--- src/rtl/front_panel_ctrl.sv ---
// Front panel control: synchronises and debounces the 25 panel switch codes, runs
// EXAMINE/DEPOSIT/RESET/STEP against the memory bus and drives the 36-bit LED vector.
module front_panel_ctrl #(
  parameter int DEBOUNCE_CYCLES = 16,
  parameter int RESET_CYCLES    = 8,
  parameter int MEM_TIMEOUT     = 255
) (
  input  logic        clk,
  input  logic        reset,
  input  logic [49:0] switches_status,  // switch code i at [2*i+1:2*i]
  input  logic [15:0] cpu_addr,
  input  logic [7:0]  cpu_data,
  input  logic [9:0]  cpu_status,
  input  logic        cpu_wait,
  input  logic        cpu_hlda,
  output logic        cpu_stop,
  output logic        cpu_step,
  output logic        cpu_reset,
  output logic        mem_req,
  output logic        mem_we,
  output logic [15:0] mem_addr,
  output logic [7:0]  mem_wdata,
  input  logic [7:0]  mem_rdata,
  input  logic        mem_ack,
  output logic [35:0] leds_status
);

  localparam int DB_W  = (DEBOUNCE_CYCLES > 1) ? $clog2(DEBOUNCE_CYCLES) : 1;
  localparam int MAX_C = (MEM_TIMEOUT > RESET_CYCLES) ? MEM_TIMEOUT : RESET_CYCLES;
  localparam int CNT_W = $clog2(MAX_C) + 1;

  typedef enum logic [2:0] {
    ST_IDLE = 3'd0,
    ST_RD   = 3'd1,
    ST_WR   = 3'd2,
    ST_RST  = 3'd3,
    ST_STEP = 3'd4
  } state_t;

  // ON/OFF and STOP/RUN come out of reset in the ON + STOP position.
  function automatic logic [1:0] reset_code(input int idx);
    return ((idx == 16) || (idx == 17)) ? 2'd1 : 2'd0;
  endfunction

  logic [1:0]      sync1_r  [0:24];
  logic [1:0]      sync2_r  [0:24];
  logic [1:0]      cand_r   [0:24];
  logic [1:0]      acc_r    [0:24];
  logic [1:0]      prev_r   [0:24];
  logic [DB_W-1:0] db_cnt_r [0:24];

  state_t      state_r, state_n;
  logic [CNT_W-1:0] fsm_cnt_r, fsm_cnt_n;
  logic [15:0] panel_addr_r, panel_addr_n;
  logic [7:0]  panel_data_r, panel_data_n;
  logic [7:0]  wdata_r, wdata_n;
  logic        mem_req_r, mem_we_r, cpu_step_r, cpu_reset_r, cpu_stop_r;
  logic [35:0] leds_r, leds_n;

  logic        on_s, stop_s, cmd_ok_s;
  logic        rise_exam_s, rise_dep_s, rise_rst_s, rise_prot_s, rise_step_s;
  logic [15:0] sw_addr_s;
  logic [15:0] show_addr_s;
  logic [7:0]  show_data_s;

  // Two-flop synchroniser then per-switch debounce: a code is accepted after
  // DEBOUNCE_CYCLES consecutive equal synchronised samples.
  always_ff @(posedge clk or posedge reset) begin
    if (reset) begin
      for (int i = 0; i < 25; i++) begin
        sync1_r[i]  <= reset_code(i);
        sync2_r[i]  <= reset_code(i);
        cand_r[i]   <= reset_code(i);
        acc_r[i]    <= reset_code(i);
        prev_r[i]   <= reset_code(i);
        db_cnt_r[i] <= '0;
      end
    end else begin
      for (int i = 0; i < 25; i++) begin
        sync1_r[i] <= switches_status[2*i +: 2];
        sync2_r[i] <= sync1_r[i];
        prev_r[i]  <= acc_r[i];
        if (sync2_r[i] == acc_r[i]) begin
          db_cnt_r[i] <= '0;
        end else if ((db_cnt_r[i] != '0) && (sync2_r[i] == cand_r[i])) begin
          if (db_cnt_r[i] == DB_W'(DEBOUNCE_CYCLES - 1)) begin
            acc_r[i]    <= sync2_r[i];
            db_cnt_r[i] <= '0;
          end else begin
            db_cnt_r[i] <= db_cnt_r[i] + DB_W'(1);
          end
        end else begin
          cand_r[i] <= sync2_r[i];
          if (DEBOUNCE_CYCLES == 1) begin
            acc_r[i] <= sync2_r[i];
          end else begin
            db_cnt_r[i] <= DB_W'(1);
          end
        end
      end
    end
  end

  // Decode accepted switch positions and 0 -> active command edges.
  always_comb begin
    sw_addr_s = 16'h0000;
    for (int i = 0; i < 16; i++) begin
      sw_addr_s[15-i] = (acc_r[i] != 2'd0);
    end
    on_s        = (acc_r[16] == 2'd1);
    stop_s      = (acc_r[17] == 2'd1);
    cmd_ok_s    = on_s & stop_s;
    rise_exam_s = (prev_r[18] == 2'd0) && ((acc_r[18] == 2'd1) || (acc_r[18] == 2'd2));
    rise_dep_s  = (prev_r[19] == 2'd0) && ((acc_r[19] == 2'd1) || (acc_r[19] == 2'd2));
    rise_rst_s  = (prev_r[20] == 2'd0) && ((acc_r[20] == 2'd1) || (acc_r[20] == 2'd2));
    rise_prot_s = (prev_r[21] == 2'd0) && ((acc_r[21] == 2'd1) || (acc_r[21] == 2'd2));
    rise_step_s = (prev_r[22] == 2'd0) && (acc_r[22] == 2'd2);
  end

  // Panel FSM next state and datapath updates.
  always_comb begin
    state_n      = state_r;
    fsm_cnt_n    = fsm_cnt_r;
    panel_addr_n = panel_addr_r;
    panel_data_n = panel_data_r;
    wdata_n      = wdata_r;
    if (!on_s) begin
      state_n   = ST_IDLE;
      fsm_cnt_n = '0;
    end else begin
      case (state_r)
        ST_IDLE: begin
          fsm_cnt_n = '0;
          if (!cmd_ok_s) begin
            state_n = ST_IDLE;
          end else if (rise_rst_s) begin
            state_n      = ST_RST;
            panel_addr_n = 16'h0000;
            panel_data_n = 8'h00;
          end else if (rise_exam_s) begin
            state_n = ST_RD;
            if (acc_r[18] == 2'd2) begin
              panel_addr_n = sw_addr_s;
            end else begin
              panel_addr_n = panel_addr_r + 16'd1;
            end
          end else if (rise_dep_s) begin
            state_n = ST_WR;
            wdata_n = sw_addr_s[7:0];
            if (acc_r[19] == 2'd1) begin
              panel_addr_n = panel_addr_r + 16'd1;
            end else begin
              panel_addr_n = panel_addr_r;
            end
          end else if (rise_prot_s) begin
            // PROTECT/UNPROTECT wins arbitration but has no action.
            state_n = ST_IDLE;
          end else if (rise_step_s) begin
            state_n = ST_STEP;
          end else begin
            state_n = ST_IDLE;
          end
        end
        ST_RD: begin
          if (mem_ack) begin
            panel_data_n = mem_rdata;
            state_n      = ST_IDLE;
          end else if (fsm_cnt_r == CNT_W'(MEM_TIMEOUT - 1)) begin
            panel_data_n = 8'hFF;
            state_n      = ST_IDLE;
          end else begin
            fsm_cnt_n = fsm_cnt_r + CNT_W'(1);
          end
        end
        ST_WR: begin
          if (mem_ack) begin
            state_n   = ST_RD;
            fsm_cnt_n = '0;
          end else if (fsm_cnt_r == CNT_W'(MEM_TIMEOUT - 1)) begin
            panel_data_n = 8'hFF;
            state_n      = ST_IDLE;
          end else begin
            fsm_cnt_n = fsm_cnt_r + CNT_W'(1);
          end
        end
        ST_RST: begin
          if (fsm_cnt_r == CNT_W'(RESET_CYCLES - 1)) begin
            state_n = ST_IDLE;
          end else begin
            fsm_cnt_n = fsm_cnt_r + CNT_W'(1);
          end
        end
        ST_STEP: begin
          state_n = ST_IDLE;
        end
        default: begin
          state_n   = ST_IDLE;
          fsm_cnt_n = '0;
        end
      endcase
    end
  end

  // LED vector: addr/data fields reversed so LED 0 is A15 and LED 16 is D7.
  always_comb begin
    leds_n      = 36'h0;
    show_addr_s = cpu_stop_r ? panel_addr_r : cpu_addr;
    show_data_s = cpu_stop_r ? panel_data_r : cpu_data;
    if (on_s) begin
      for (int i = 0; i < 16; i++) begin
        leds_n[i] = show_addr_s[15-i];
      end
      for (int i = 0; i < 8; i++) begin
        leds_n[16+i] = show_data_s[7-i];
      end
      leds_n[33:24] = cpu_status;
      leds_n[34]    = cpu_wait;
      leds_n[35]    = cpu_hlda;
    end else begin
      leds_n = 36'h0;
    end
  end

  // FSM state, datapath and registered outputs.
  always_ff @(posedge clk or posedge reset) begin
    if (reset) begin
      state_r      <= ST_IDLE;
      fsm_cnt_r    <= '0;
      panel_addr_r <= 16'h0000;
      panel_data_r <= 8'h00;
      wdata_r      <= 8'h00;
      mem_req_r    <= 1'b0;
      mem_we_r     <= 1'b0;
      cpu_step_r   <= 1'b0;
      cpu_reset_r  <= 1'b0;
      cpu_stop_r   <= 1'b1;
      leds_r       <= 36'h0;
    end else begin
      state_r      <= state_n;
      fsm_cnt_r    <= fsm_cnt_n;
      panel_addr_r <= panel_addr_n;
      panel_data_r <= panel_data_n;
      wdata_r      <= wdata_n;
      mem_req_r    <= (state_n == ST_RD) || (state_n == ST_WR);
      mem_we_r     <= (state_n == ST_WR);
      cpu_step_r   <= (state_n == ST_STEP);
      cpu_reset_r  <= (state_n == ST_RST);
      // Powered off keeps the CPU held as a safe state.
      cpu_stop_r   <= ~on_s | stop_s;
      leds_r       <= leds_n;
    end
  end

  assign cpu_stop    = cpu_stop_r;
  assign cpu_step    = cpu_step_r;
  assign cpu_reset   = cpu_reset_r;
  assign mem_req     = mem_req_r;
  assign mem_we      = mem_we_r;
  assign mem_addr    = panel_addr_r;
  assign mem_wdata   = wdata_r;
  assign leds_status = leds_r;

endmodule
--- config.mk ---
export PLATFORM = sky130hd
export DESIGN_NAME = front_panel_ctrl
export DESIGN_NICKNAME = d
export VERILOG_FILES = /design/src/rtl/front_panel_ctrl.sv
export SDC_FILE = /design/constraint.sdc
export NUM_CORES = 1
export LEC_CHECK = 0
export ABC_AREA = 1
export CAP_MARGIN = 10
export CORE_MARGIN = 2
export CORE_UTILIZATION = 60
export CTS_BUF_LIST = sky130_fd_sc_hd__clkbuf_16
export DETAILED_ROUTE_END_ITERATION = 8
export PLACE_DENSITY_LB_ADDON = 0.12
export SLEW_MARGIN = 10
export SYNTH_ARGS = -nofsm -noshare
export SYNTH_HDL_FRONTEND = slang
export SYNTH_SLANG_ARGS = --single-unit
--- constraint.sdc ---
create_clock -name clk -period 36.2 [get_ports clk]
set_input_delay 7.24 -clock clk [delete_from_list [all_inputs] [get_ports clk]]
set_output_delay 7.24 -clock clk [all_outputs]
set_load 0.1 [all_outputs]
==> metrics.log <==
INFO  metric floorplan.core_area = 26,700 sq um
INFO  metric synth_simple_gate_area_share = 16.8%
INFO  metric final_antenna_net_count = 0
INFO  metric grt_setup_unrepaired = false
INFO  metric cts-root-to-sink-buffers = 3
INFO  metric die_h = 168 um
INFO  metric grt_pass1_vias = 11,800
INFO  metric crit_path_cell_trace = clkdlybuf4s50_1
INFO  metric grt_max_degree = 186
INFO  metric clock_sinks = 371
INFO  metric cp_slowest_cell = sky130_fd_sc_hd__clkdlybuf4s50_1
INFO  metric worst-slew-pin-transition = 1.03 ns
INFO  metric timing.final.crit_share = 27.8%
INFO  metric critical_path.max_stage_delay = 1.27 ns
INFO  metric synth.mux.area_fraction = 0%
INFO  metric synthesis.yosys.warnings = 0
INFO  metric global_route.usage.total = 23.6%
INFO  metric clkTransAtPathRegs = 0.06 ns
INFO  metric resized_after_cts = 0
INFO  metric synth.largest_area_cell = sky130_fd_sc_hd__dfrtp_1
INFO  metric outcome = completed
INFO  metric share_of_synthesized_registers_carrying_an_async_set_or_reset = 100%
INFO  metric synthMostInstantiatedCell = sky130_fd_sc_hd__dfrtp_1
INFO  metric power_per_cell_area = 45.3 nW/um^2
INFO  metric synthTopCellsByArea = sky130_fd_sc_hd__dfrtp_1 56%, sky130_fd_sc_hd__nand2_1 7.1%, sky130_fd_sc_hd__inv_1 6.9%
INFO  metric finish.net_count = 2,102
INFO  metric finClkSkew = 0.0137 ns
INFO  metric initialDrtViolationCount = 661
INFO  metric ff2ff_setup_slack = 33.35 ns
INFO  metric slew_headroom = 31.2%
INFO  metric final_layout_size_suffix_gt1_share = 4.34%
INFO  metric timing.final.setup_violations = 0
INFO  metric num_vias = 11,900
INFO  metric synth_top_area_share = 55.8%
INFO  metric postSynthCellCount = 1,768
INFO  metric cts_tree = done
INFO  metric global_route.overflow_total = 0
INFO  metric synth_xor_area_share = 5.12%
INFO  metric drc = 0
INFO  metric max_clock_freq = 0.0994 GHz
INFO  metric cts.hold.buffers_added = 0
INFO  metric dp_hpwl = 22.3 mm
INFO  metric htree_num_levels = 2
INFO  metric cts_made_buffers = 39
INFO  metric mappedNetlistArea = 16,200 sq um
INFO  metric cts_setup_buffers = 0
INFO  metric drv_cap = 0
INFO  metric adder_cell_share_of_the_synthesized_area = 3.93%
INFO  metric clock-root-buffer = sky130_fd_sc_hd__clkbuf_16
INFO  metric portBuffers = 157
INFO  metric worstSkewPairLatency = 0.52 ns
INFO  metric cp-start-kind = flop
INFO  metric timing.critical_path.to_type = output port
INFO  metric gpl_wtd_cong = 0.883
INFO  metric final_max_slew_viol_count = 0
INFO  metric p_leak = 9.30 nW
INFO  metric synth.ff_latch_count = 371
INFO  metric fin_hold_viols = 0
INFO  metric post-route-min-period = 10.06 ns
INFO  metric p_total = 0.878 mW
INFO  metric synth_cell_type_count = 37
INFO  metric placed_cells_incl_taps = 2,254
INFO  metric routed_length_per_instance = 13.9 um
INFO  metric critical_path_buf_inv_count = 1
INFO  metric antenna_diode_count = 0
INFO  metric ioPinCount = 162
INFO  metric syn_to_final_growth = 19.3%
INFO  metric pre_cts_ws = 26.68 ns
INFO  metric cp_data_required_time = 28.96 ns
INFO  metric final-instance-count-excl-fill = 2,322
INFO  metric fin_tns_setup = 0 ns
INFO  metric die-width = 168 um
INFO  metric design.die.area = 28,400 sq um
INFO  metric timing.setup.critical_path_class = reg -> out
INFO  metric core.rowCount = 60
INFO  metric antenna_violations_before_repair = 0
INFO  metric grt_first_pass_wirelength = 55.1 mm
INFO  metric syn_avg_cell_area = 9.18 sq um
INFO  metric critPathArrivalTime = 2.82 ns
INFO  metric synth-compound-area-share = 9.43%
INFO  metric synth_top_cells_by_count = 362 x sky130_fd_sc_hd__dfrtp_1, 309 x sky130_fd_sc_hd__nand2_1, 299 x sky130_fd_sc_hd__inv_1
INFO  metric part_of_the_yosys_area_used_for_sequential_elements = 57.3%
INFO  metric synth_top_family_by_area = simple AND/OR/NAND/NOR gates
INFO  metric critical-path-top-delay-family = buffers and inverters
INFO  metric route.final.wire_length = 32.3 mm
INFO  metric hold_class = reg -> reg
INFO  metric final.setup.worst_slack = 26.14 ns
INFO  metric router_iterations_before_antenna_repair = 5
INFO  metric edff_count_synth = 0
INFO  metric drt-vias-per-instance = 5.12
INFO  metric worstPathMaxFanout = 49
INFO  metric yosys_most_used_dff = sky130_fd_sc_hd__dfrtp_1
INFO  metric synth_fp_nets = 1,916
INFO  metric irDropWorstVdd = 0.0461 mV
INFO  metric initial_utilization = 60.7%
==> cell families after synthesis <==
family,Yosys count
simple gates,647
flops,371
buf+inv,319
compound gates,285
xor+xnor,95
fa+ha+maj,51
==> layout make-up <==
type,instances,area (sq um)
clock buffer,40,1000
clock inverter,28,160
fill,1965,7360
inverter,304,1150
multi-input combinational,1078,5730
sequential,371,9300
tap,341,427
timing repair buffer,160,1610
==> worst register-to-register path: stages (launching register included) <==
cell	delay, ns
sky130_fd_sc_hd__dfrtp_1	0.40
sky130_fd_sc_hd__inv_1	0.06
sky130_fd_sc_hd__ha_1	0.27
sky130_fd_sc_hd__inv_1	0.04
sky130_fd_sc_hd__nand3_1	0.75
sky130_fd_sc_hd__clkinv_1	0.64
sky130_fd_sc_hd__o21ai_0	0.34
sky130_fd_sc_hd__nand2_1	0.09
sky130_fd_sc_hd__nand2_1	0.06
sky130_fd_sc_hd__o21ai_0	0.07
==> cells in the final DEF (no fill, tap or decap), types with 4 or more instances in the layout <==
cell                              instances
sky130_fd_sc_hd__a21oi_1                 53
sky130_fd_sc_hd__a22oi_1                  8
sky130_fd_sc_hd__clkbuf_16               40
sky130_fd_sc_hd__clkdlybuf4s50_1        157
sky130_fd_sc_hd__clkinv_1                 9
sky130_fd_sc_hd__clkinv_2                 6
sky130_fd_sc_hd__dfrtp_1                362
sky130_fd_sc_hd__dfstp_2                  9
sky130_fd_sc_hd__ha_1                    51
sky130_fd_sc_hd__inv_1                  308
sky130_fd_sc_hd__inv_2                    4
sky130_fd_sc_hd__nand2_1                309
sky130_fd_sc_hd__nand2_2                  5
sky130_fd_sc_hd__nand3_1                 81
sky130_fd_sc_hd__nand4_1                 10
sky130_fd_sc_hd__nor2_1                 172
sky130_fd_sc_hd__nor3_1                  55
sky130_fd_sc_hd__o21ai_0                183
sky130_fd_sc_hd__o21ai_1                  7
sky130_fd_sc_hd__o31ai_1                 23
sky130_fd_sc_hd__xnor2_1                 92
==> path summary, 6_finish.rpt <==
path,start,to,depth (start not counted)
worst max-delay path,cpu_stop,cpu_stop,1
worst min-delay path,sync1_r[25],sync2_r[25],0
worst max register to register,acc_r[12],mem_addr[10],9
worst min register to register,sync1_r[25],sync2_r[25],0
max in group asynchronous,reset,acc_r[24],3
min in group asynchronous,reset,sync2_r[40],2
==> registers in the layout, summed over array words and instances, names as in the netlist <==
register,cells
sync2_r,46
cpu_stop,1
mem_req,1
cand_r,46
fsm_cnt_r,9
leds_status,36
mem_addr,16
sync1_r,46
mem_we,1
state_r,3
panel_data_r,8
db_cnt_r,92
cpu_step,1
acc_r,46
mem_wdata,8
cpu_reset,1
prev_r,10
==> layer usage <==
layer / global-route usage, % / vias up / wire length (um)
met5: 0 / - / 0
met4: 6.33 / 0 / 678
met3: 3.83 / 55 / 1460
met2: 38.8 / 264 / 15100
met1: 33.1 / 5612 / 15000
li1: - / 5953 / -
==> report_power, final <==
group	total [mW]	internal, mW	switching (mW)
clock	0.361	0.207	0.154
combinational	0.0704	0.0311	0.0392
sequential	0.446	0.433	0.0135
total	0.878	0.671	0.207
==> through the flow <==
step | hold slack, ns | cell area, sq um | util [%]
finish | 0.345 | 19400 | 72.5
global route | 0.351 | 19400 | 72.5
CTS | 0.347 | 19400 | 72.5
detailed placement | 0.335 | 18200 | 68.1
global placement | 0.332 | 18200 | 68.1
floorplan | 0.331 | 16200 | -
(Power assumes the default switching activity.)
